$ cat src/rtl/butterfly_pkg.sv
// butterfly_pkg: shared writeback types and default sizing
// for the ButterFly RV32IM integer writeback path.
package butterfly_pkg;

    localparam int WB_FIFO_DEPTH   = 2;
    localparam int WB_STARVE_LIMIT = 4;

    typedef struct packed {
        logic [4:0]  rd;
        logic [31:0] data;
    } wb_req_t;

endpackage

$ cat src/rtl/wb_fifo.sv
// wb_fifo: circular buffer of mul/div writeback requests with
// wrapping pointers and full entry visibility for hazard masks.
module wb_fifo
    import butterfly_pkg::*;
#(
    parameter int DEPTH = WB_FIFO_DEPTH,
    localparam int AW = $clog2(DEPTH),
    localparam int CW = AW + 1
) (
    input  logic                clk_i,
    input  logic                rst_n_i,
    input  logic                push_i,
    input  wb_req_t             data_i,
    input  logic                pop_i,
    output wb_req_t             head_o,
    output logic [CW-1:0]       count_o,
    output wb_req_t [DEPTH-1:0] entries_o,
    output logic [DEPTH-1:0]    valid_o
);

    wb_req_t [DEPTH-1:0] mem_q;
    logic [AW-1:0]       wr_ptr_q;
    logic [AW-1:0]       rd_ptr_q;
    logic [CW-1:0]       count_q;

    // storage: write the tail slot on push
    always_ff @(posedge clk_i or negedge rst_n_i) begin
        if (!rst_n_i) begin
            mem_q <= '0;
        end else if (push_i) begin
            mem_q[wr_ptr_q] <= data_i;
        end
    end

    // pointers wrap naturally since DEPTH is a power of two
    always_ff @(posedge clk_i or negedge rst_n_i) begin
        if (!rst_n_i) begin
            wr_ptr_q <= '0;
            rd_ptr_q <= '0;
            count_q  <= '0;
        end else begin
            if (push_i) wr_ptr_q <= wr_ptr_q + AW'(1);
            if (pop_i)  rd_ptr_q <= rd_ptr_q + AW'(1);
            case ({push_i, pop_i})
                2'b10:   count_q <= count_q + CW'(1);
                2'b01:   count_q <= count_q - CW'(1);
                default: count_q <= count_q;
            endcase
        end
    end

    // slot i is live when its distance from the head is below count
    always_comb begin
        valid_o = '0;
        for (int i = 0; i < DEPTH; i++) begin
            valid_o[i] = {1'b0, AW'(i) - rd_ptr_q} < count_q;
        end
    end

    assign head_o    = mem_q[rd_ptr_q];
    assign count_o   = count_q;
    assign entries_o = mem_q;

endmodule

$ cat src/rtl/wb_arbiter.sv
// wb_arbiter: merges pipeline and mul/div writebacks onto one registered
// regfile port. Define BUTTERFLY_WB_PERF_EN to build the perf counters.
module wb_arbiter
    import butterfly_pkg::*;
#(
    parameter int DEPTH        = WB_FIFO_DEPTH,
    parameter int STARVE_LIMIT = WB_STARVE_LIMIT
) (
    input  logic        clk_i,
    input  logic        rst_n_i,
    input  logic        wb_valid_i,
    input  logic [4:0]  wb_rd_i,
    input  logic [31:0] wb_data_i,
    input  logic        md_valid_i,
    output logic        md_ready_o,
    input  logic [4:0]  md_rd_i,
    input  logic [31:0] md_data_i,
    output logic        rd_we_o,
    output logic [4:0]  rd_addr_o,
    output logic [31:0] rd_data_o,
    output logic [31:0] busy_mask_o,
    output logic        stall_o,
    output logic [31:0] perf_md_writes_o,
    output logic [31:0] perf_stall_cycles_o
);

    localparam int CW = $clog2(DEPTH) + 1;
    localparam int SW = $clog2(STARVE_LIMIT) + 1;

    wb_req_t             head;
    wb_req_t [DEPTH-1:0] entries;
    logic [DEPTH-1:0]    valid;
    logic [CW-1:0]       count;
    logic                fifo_empty;
    logic                pipe_sel;
    logic                push;
    logic                pop;
    logic                out_md_q;
    logic [SW-1:0]       starve_q;

    assign fifo_empty = (count == '0);
    assign md_ready_o = (count < CW'(DEPTH));
    assign pipe_sel   = wb_valid_i && (wb_rd_i != 5'd0);
    assign pop        = !pipe_sel && !fifo_empty;
    assign push       = md_valid_i && md_ready_o && (md_rd_i != 5'd0);

    wb_fifo #(
        .DEPTH(DEPTH)
    ) u_fifo (
        .clk_i    (clk_i),
        .rst_n_i  (rst_n_i),
        .push_i   (push),
        .data_i   ({md_rd_i, md_data_i}),
        .pop_i    (pop),
        .head_o   (head),
        .count_o  (count),
        .entries_o(entries),
        .valid_o  (valid)
    );

    // registered write port; address/data hold while idle
    always_ff @(posedge clk_i or negedge rst_n_i) begin
        if (!rst_n_i) begin
            rd_we_o   <= 1'b0;
            rd_addr_o <= '0;
            rd_data_o <= '0;
            out_md_q  <= 1'b0;
        end else begin
            rd_we_o  <= pipe_sel || pop;
            out_md_q <= pop;
            if (pipe_sel) begin
                rd_addr_o <= wb_rd_i;
                rd_data_o <= wb_data_i;
            end else if (pop) begin
                rd_addr_o <= head.rd;
                rd_data_o <= head.data;
            end
        end
    end

    // starvation: stall after STARVE_LIMIT blocked head cycles
    always_ff @(posedge clk_i or negedge rst_n_i) begin
        if (!rst_n_i) begin
            starve_q <= '0;
            stall_o  <= 1'b0;
        end else if (pop || fifo_empty) begin
            starve_q <= '0;
            stall_o  <= 1'b0;
        end else if (starve_q == SW'(STARVE_LIMIT - 1)) begin
            stall_o  <= 1'b1;
        end else begin
            starve_q <= starve_q + SW'(1);
        end
    end

    // hazard mask over queued and in-flight mul/div targets
    always_comb begin
        busy_mask_o = '0;
        for (int i = 0; i < DEPTH; i++) begin
            if (valid[i]) busy_mask_o[entries[i].rd] = 1'b1;
        end
        if (out_md_q) busy_mask_o[rd_addr_o] = 1'b1;
    end

`ifdef BUTTERFLY_WB_PERF_EN
    logic [31:0] perf_md_q;
    logic [31:0] perf_stall_q;

    // retired mul/div writes and stalled cycles, wrapping
    always_ff @(posedge clk_i or negedge rst_n_i) begin
        if (!rst_n_i) begin
            perf_md_q    <= '0;
            perf_stall_q <= '0;
        end else begin
            if (pop)     perf_md_q    <= perf_md_q + 32'd1;
            if (stall_o) perf_stall_q <= perf_stall_q + 32'd1;
        end
    end

    assign perf_md_writes_o    = perf_md_q;
    assign perf_stall_cycles_o = perf_stall_q;
`else
    assign perf_md_writes_o    = '0;
    assign perf_stall_cycles_o = '0;
`endif

`ifndef SYNTHESIS
    // pipeline must hold off writebacks while stalled
    assert property (@(posedge clk_i) disable iff (!rst_n_i)
        !(stall_o && wb_valid_i));
`endif

endmodule
$ cat config.mk
export PLATFORM = sky130hd
export DESIGN_NAME = wb_arbiter
export DESIGN_NICKNAME = d
export VERILOG_FILES = /design/src/rtl/butterfly_pkg.sv /design/src/rtl/wb_fifo.sv /design/src/rtl/wb_arbiter.sv
export SDC_FILE = /design/constraint.sdc
export NUM_CORES = 1
export LEC_CHECK = 0
export CAP_MARGIN = 25
export CORE_UTILIZATION = 50
export DETAILED_ROUTE_END_ITERATION = 12
export DONT_BUFFER_PORTS = 1
export HOLD_SLACK_MARGIN = 0.02
export SLEW_MARGIN = 20
export SYNTH_ARGS = -nofsm -noshare
export SYNTH_HDL_FRONTEND = slang
export SYNTH_SLANG_ARGS = --single-unit
$ cat constraint.sdc
create_clock -name clk_i -period 4.7 [get_ports clk_i]
set_input_delay 0.94 -clock clk_i [delete_from_list [all_inputs] [get_ports clk_i]]
set_output_delay 0.94 -clock clk_i [all_outputs]
set_load 0.01 [all_outputs]
==> results.md, run 1 <==
- Outcome: finished clean
- Dpl ws: about 1.7 ns
- Vias after detailed routing: 4577
- Number of buffers created by CTS: 17
- Count of endpoints failing hold in the final timing report: 0
- Setup repair after global routing missed its margin: false
- Vertical die dimension: 118 um
- F_max: 291 MHz
- Die W: 118 um
- Max-Slew Margin vs Limit: 0.378
- Number of antenna violations at the first check in global routing: 0
- Top metal layer carrying routed signals: met4
- Total met3 wirelength after detailed routing: 1.37 mm
- Combinational share of power: 0.353
- Total negative slack for setup checks: 0 ns
- Number of synthesized flops with an enable pin: 0
- Router iterations before antenna repair: 5
- Area of the core: between 10000 and 15000 um2
- Net total in the final layout: 679
- Number of global-route vias before repair: 4547
- Count of inserted antenna diode cells: 0
- Starting DRT DRC Count: 380
- Number of gates resized after CTS: 0
- Count of H-tree levels built during CTS: 4
- Required time at the worst-slack endpoint: 3.76 ns
- Longest individual stage delay on the worst path: 0.89 ns
- Number of top-level pins: ~210
- Post-route cell area: 7100 um2
- Area of the die: 13900 um2
- Fin cells: 783
- Routability cong.: 0.886
- First-pass GRT wire length: between 20 and 25 mm
- Post-layout power: roughly 5.2 mW
- Crit path launch type: register
- Critical-path cell list: a21o_1 -> nand3_1 -> o221ai_1
- Met2 wire len: 7.54 mm
- Main flop type after synthesis: sky130_fd_sc_hd__dfrtp_1
- Path category of the worst min-delay check: input port to async pin
- Final Critical Period: between 3 and 4 ns
- Port Buf Inserts: 0
- Starting Density: 0.522
- Leak: 3.01 nW
- IR Drop Worst-Case VDD: 0.365 mV
- Average routed wire per standard cell: 19.4 um
- Average vias per placed instance: 5.85
- Clock transition at the register clock pins on the worst setup and hold paths after CTS: 0.05 ns
- Final Skew: 0.00478 ns
- Placed wire-length estimate after detailed placement: 10.4 mm
- Endpoints failing setup: 0
- Total routed wire length on the met1 layer: roughly 6.1 mm
- Proportion of layout cells with a drive suffix above 1: 0.234
- Power spent charging and discharging nets: 1.98 mW
- Clock tree from TritonCTS: done
- Wire length after detailed routing: 15.2 mm
- Placed cell count: 751
- Buffers inserted during post-CTS setup optimization: 0
- Maximum number of pins on one net before global-route repair: 122
- Signed area change from the synthesized netlist to the final layout: 5.58%
- Post-route ant nets: 0
- Max clock buf depth: 2
- Share of the core filled with cells in the final layout: 0.551
- Crit Path Max Fanout: 44
- Hold WS: 0.230 ns
- Post-Synthesis Mean Instance Area: between 10 and 15 um2
- Count of mapped cells out of synthesis: 619
- Fraction of synthesis flops using an asynchronous set or reset pin: 1.00
- Root buffer cell: sky130_fd_sc_hd__clkbuf_16
- Gr ovfl total: 0
- Clk_lat worst skew: 0.41 ns
- #FFs+latches synth: 121
- CP top delay family: flip-flops
- Overall track demand over capacity in global routing: 0.225
- Std cell rows: 41
- Final setup margin: 1.27 ns
- Drc violations: 0
- WP buf/inv: 0
- Cell area after placement: 6520 um2
- Least-Margin Pin Slew: 0.929 ns
- Max-slew violations: 0
- Sink Count: 121
- Crit-path slowest cell: sky130_fd_sc_hd__dfrtp_2
- Arrival time reported for the critical path endpoint: 2.49 ns
- Sequential area share after synthesis: 0.450
- Share of the cycle needed by the critical path after routing: 0.730
- Synth warn: 0
- Count of different cell masters after synthesis: 40
- Netlist area before placement: slightly below 7000 um2
- Crit Path Class: register to primary output
- Number of maximum-capacitance violations: 0
- Endpoint class of the critical path: primary output
- Switching power as a share of total power: 0.379
- Power Dens Cells: ~740 nW/um2
- Count of hold-fix buffers inserted at cts: 0
- Proportion of power drawn by flip-flops and latches: 0.413
- Clock share of power: 0.233
- Internal cell power: around 3.2 mW
## per-layer routing
layer / GRT usage / vias up
met2: 0.374 / 209
met1: 0.265 / 2280
li1: - / 2072
met4: 0.0833 / 0
met5: 0 / -
met3: 0.0809 / 16
## sequential cells by signal (all words and copies together) (netlist names)
signal            count
starve_q              3
u_fifo.wr_ptr_q       1
out_md_q              1
stall_o               1
rd_data_o            32
u_fifo.entries_o     74
rd_addr_o             5
rd_we_o               1
u_fifo.count_o        2
u_fifo.rd_ptr_q       1
## layout by cell type, fill, tap and decap left out, types with 8 or more instances in the layout
cell,synthesis,layout
sky130_fd_sc_hd__o221ai_1,17,17
sky130_fd_sc_hd__a22o_1,12,12
sky130_fd_sc_hd__conb_1,1,64
sky130_fd_sc_hd__mux2_2,96,96
sky130_fd_sc_hd__o211ai_1,17,17
sky130_fd_sc_hd__nor2_1,14,14
sky130_fd_sc_hd__mux2i_1,35,35
sky130_fd_sc_hd__a21oi_1,35,35
sky130_fd_sc_hd__clkbuf_16,0,17
sky130_fd_sc_hd__nor2b_1,8,8
sky130_fd_sc_hd__nand3_1,13,13
sky130_fd_sc_hd__nor3_1,41,41
sky130_fd_sc_hd__nand2_1,42,42
sky130_fd_sc_hd__dfrtp_1,121,119
## area by class of cell
class                           count  area, um2
Inverter                            2       7.51
Tap cell                          172        215
Fill cell                        1103       5780
Sequential cell                   121       3030
Timing Repair Buffer                5       37.5
Multi-Input combinational cell    451       3240
Clock inverter                      8       67.6
Clock buffer                       24        502
## power groups by stage
| stage | combinational, mW | sequential (mW) | clock, mW |
|---|---|---|---|
| after detailed placement | 1.85 | 2.17 | 0 |
| after CTS | 1.86 | 2.16 | 1.24 |
| final | 1.85 | 2.16 | 1.22 |
| after global placement | 1.80 | 2.14 | 0 |
| after global routing | 2.03 | 2.24 | 1.30 |
| after floorplan | 1.75 | 1.87 | 0 |
## path summary, 6_finish.rpt
path	start	endpoint	slack (ns)	cells after the start
min in group clk_i	u_fifo.entries_o[29]$_DFFE_PN0P_	u_fifo.entries_o[29]$_DFFE_PN0P_	0.50	1
worst max-delay path	u_fifo.count_o[1]$_DFFE_PN0P_	busy_mask_o[11]	1.27	3
max in group asynchronous	rst_n_i	u_fifo.rd_ptr_q$_DFFE_PN0P_	4.22	0
worst max register to register	u_fifo.count_o[1]$_DFFE_PN0P_	u_fifo.entries_o[62]$_DFFE_PN0P_	2.27	4
worst min register to register	u_fifo.entries_o[29]$_DFFE_PN0P_	u_fifo.entries_o[29]$_DFFE_PN0P_	0.50	1
worst min-delay path	rst_n_i	rd_data_o[11]$_DFFE_PN0P_	0.23	0
## cell usage after synthesis, drive strengths merged, types with 3 or more instances
library cell  instances  share of area
buf                  87          0.093
and3                  3         0.0028
o221ai               17          0.022
o211ai               17          0.019
nor3b                 6         0.0074
dfrtp               121           0.45
nand3                13         0.0097
nor3                 41          0.031
mux2                 96           0.16
nor2b                 8         0.0074
a211oi                3         0.0033
nand3b                7         0.0078
nor2                 14         0.0078
xnor2                 4         0.0052
ha                    3         0.0056
clkbuf               21          0.012
and3b                 7         0.0091
nand4                 3         0.0028
mux2i                35          0.052
o21ai                 7         0.0086
o31ai                 3         0.0033
nand2                42          0.023
a22o                 12          0.016
a21oi                35          0.026
## kinds of logic (layout without fill, tap and decap cells)
| family | Yosys count | after routing | synth area share |
|---|---|---|---|
| mux | 131 | 131 | 0.213 |
| compound gates | 97 | 97 | 0.102 |
| other cells | 1 | 64 | 0.000558 |
| xor+xnor | 5 | 5 | 0.00651 |
| simple gates | 151 | 151 | 0.117 |
| flops | 121 | 121 | 0.450 |
| buf+inv | 110 | 39 | 0.106 |
| fa+ha+maj | 3 | 3 | 0.00558 |
Note: power is estimated with default switching activity, not from simulation.
==> run 2, diff against run 1 <==
--- a/config.mk
+++ b/config.mk
@@ -10,6 +10,7 @@
 export DETAILED_ROUTE_END_ITERATION = 12
 export DONT_BUFFER_PORTS = 1
 export HOLD_SLACK_MARGIN = 0.02
+export PLACE_DENSITY = 0.68
 export SLEW_MARGIN = 20
 export SYNTH_ARGS = -nofsm -noshare
 export SYNTH_HDL_FRONTEND = slang
==> constraint.sdc (replaced) <==
create_clock -name clk_i -period 2.8 [get_ports clk_i]
set_input_delay 0.56 -clock clk_i [delete_from_list [all_inputs] [get_ports clk_i]]
set_output_delay 0.56 -clock clk_i [all_outputs]
set_load 0.01 [all_outputs]
==> results.md, run 2 (same netlist as run 1, synthesis figures left out) <==
- Commonest non-fill, non-tap cells in the layout: sky130_fd_sc_hd__dfrtp_1 (119), sky130_fd_sc_hd__mux2_2 (96), sky130_fd_sc_hd__conb_1 (64), sky130_fd_sc_hd__nand2_1 (42), sky130_fd_sc_hd__nor3_1 (41)
- Max-slew violations: 0 (unchanged)
- Required time at the worst-slack endpoint: 2.24 ns (-1.52 ns)
- Fin cells: 801 (+2.3%)
- Violations in the final reports: negative hold slack
- Final setup margin: 0.243 ns (-1.02 ns)
- Std cell rows: 41 (unchanged)
- Crit path launch type: register
- Number of buffers created by CTS: 17 (unchanged)
- Area of the core: 12900 um2 (unchanged)
- Number of top-level pins: 214 (unchanged)
- Total negative slack for setup checks: 0 ns (unchanged)
- Die W: 118 um (unchanged)
- Crit Path Max Fanout: 8 (-82%)
- Fill cell total of the finished layout: 1102 (-0.091%)
- Crit Path Class: register to primary output
- Count of H-tree levels built during CTS: 4 (unchanged)
- Max reg flops: 74 (unchanged)
- Least-Margin Pin Slew: 0.766 ns (-0.163 ns)
- Number of maximum-capacitance violations: 0 (unchanged)
- Post-route cell area: 7230 um2 (+1.8%)
- Most common cell after layout, fill and taps aside: sky130_fd_sc_hd__dfrtp_1
- Count of endpoints failing hold in the final timing report: 121 (+121)
- Cell area after placement: 6670 um2 (+2.3%)
- Depth of the most critical reg-to-reg path: 5 (+1)
- Power Dens Cells: 1230 nW/um2 (+67%)
- Wire length after detailed routing: 15.5 mm (+1.9%)
- Number of antenna violations at the first check in global routing: 0 (unchanged)
- Overall track demand over capacity in global routing: 0.225 (+0.000233)
- Proportion of layout cells with a drive suffix above 1: 0.251 (+0.0171)
- Path category of the worst min-delay check: input port to async pin
- Maximum number of pins on one net before global-route repair: 122 (unchanged)
- Outcome: finished with violations
- Router iterations before antenna repair: 5 (unchanged)
- Port Buf Inserts: 0 (unchanged)
- Share of the cycle needed by the critical path after routing: 0.913
- Setup repair after global routing missed its margin: false
- Max clock buf depth: 2 (unchanged)
- Placed wire-length estimate after detailed placement: 10.5 mm (+1.2%)
- Starting Density: 0.522 (unchanged)
- F_max: 391 MHz
- Vias after detailed routing: 4679 (+2.2%)
- Post-route ant nets: 0 (unchanged)
- Flip-flop and latch area: 3030 um2 (unchanged)
- Total area of multi-input combinational cells: 3230 um2 (-0.12%)
- Gr ovfl total: 0 (unchanged)
- Share of the core filled with cells in the final layout: 0.561 (+0.0100)
- Clock transition at the register clock pins on the worst setup and hold paths after CTS: 0.05 ns (about the same)
- Clk_lat worst skew: 0.40 ns (about the same)
- Average routed wire per standard cell: 19.3 um (-0.40%)
- Starting DRT DRC Count: 332 (-13%)
- First-pass GRT wire length: 24.7 mm (+1.6%)
- Area of the die: 13900 um2 (unchanged)
- Sink Count: 121 (unchanged)
- Net total in the final layout: 697 (+2.7%)
- Leak: 3.08 nW (+2.5%)
- Final Skew: 0.00947 ns (+0.00469 ns)
- Drc violations: 0 (unchanged)
- Endpoints failing setup: 0 (unchanged)
- Signed area change from the synthesized netlist to the final layout: 7.50%
- Number of global-route vias before repair: 4760 (+4.7%)
- Average vias per placed instance: 5.84 (about the same)
- Max-Slew Margin vs Limit: 0.489 (+0.111)
- Vertical die dimension: 118 um (unchanged)
- Buffers inserted during post-CTS setup optimization: 0 (unchanged)
- Clock tree from TritonCTS: done
- Endpoint class of the critical path: primary output
- Root buffer cell: sky130_fd_sc_hd__clkbuf_16
- Dpl ws: 0.610 ns (-1.08 ns)
- Count of inserted antenna diode cells: 0 (unchanged)
- Hold WS: -0.146 ns (-0.376 ns)
- IR Drop Worst-Case VDD: 0.674 mV (+85%)
- Post-layout power: 8.86 mW (+70%)
- Placed cell count: 769 (+2.4%)
- Final Critical Period: ~2.6 ns
- Arrival time reported for the critical path endpoint: 2.00 ns (-0.49 ns)
- Routability cong.: 1.01 (+14%)
-- run 2: final cells by class --
cell class / instances / area share
flip-flops and latches: 121 / 0.419
clock buffers: 25 / 0.0672
repair buffers: 23 / 0.0256
well taps: 172 / 0.0298
multi-input cells: 451 / 0.448
inverters: 2 / 0.00104
clock inverters: 7 / 0.00952
-- run 2: where the power goes --
group / total (mW) / internal, mW / switching [mW]
clock network: 2.01 / 1.29 / 0.724
registers: 3.49 / 2.62 / 0.872
logic: 3.36 / 1.59 / 1.77
-- run 2: what timing repair did --
item	4_1_cts	5_1_grt
gates resized for setup	0	1
hold endpoints to repair	121	121
endpoints found under the setup margin	0	1
-- run 2: final timing paths --
kind                                                       start                               end  slack, ns
worst min-delay path                                     rst_n_i         rd_data_o[13]$_DFFE_PN0P_      -0.15
worst min register to register  u_fifo.entries_o[66]$_DFFE_PN0P_  u_fifo.entries_o[66]$_DFFE_PN0P_       0.50
worst max-delay path                 u_fifo.rd_ptr_q$_DFFE_PN0P_                   busy_mask_o[20]       0.24
worst max register to register     u_fifo.count_o[1]$_DFFE_PN0P_  u_fifo.entries_o[64]$_DFFE_PN0P_       0.66
min in group clk_i                                    wb_rd_i[0]          rd_addr_o[0]$_DFFE_PN0P_       0.28
max in group asynchronous                                rst_n_i          rd_addr_o[1]$_DFFE_PN0P_       2.76
-- run 2: layer usage --
layer,GRT usage,share of wire
met2,0.377,0.49
met4,0.0970,0.021
met3,0.0785,0.086
met1,0.259,0.40
met5,0,0
-- run 2: worst max-delay path: stages, from the launching register on --
cell	delay, ns
sky130_fd_sc_hd__dfrtp_2	0.46
sky130_fd_sc_hd__nor2b_1	0.11
sky130_fd_sc_hd__o21ai_1	0.57
sky130_fd_sc_hd__o221ai_1	0.25
sky130_fd_sc_hd__buf_4	0.20
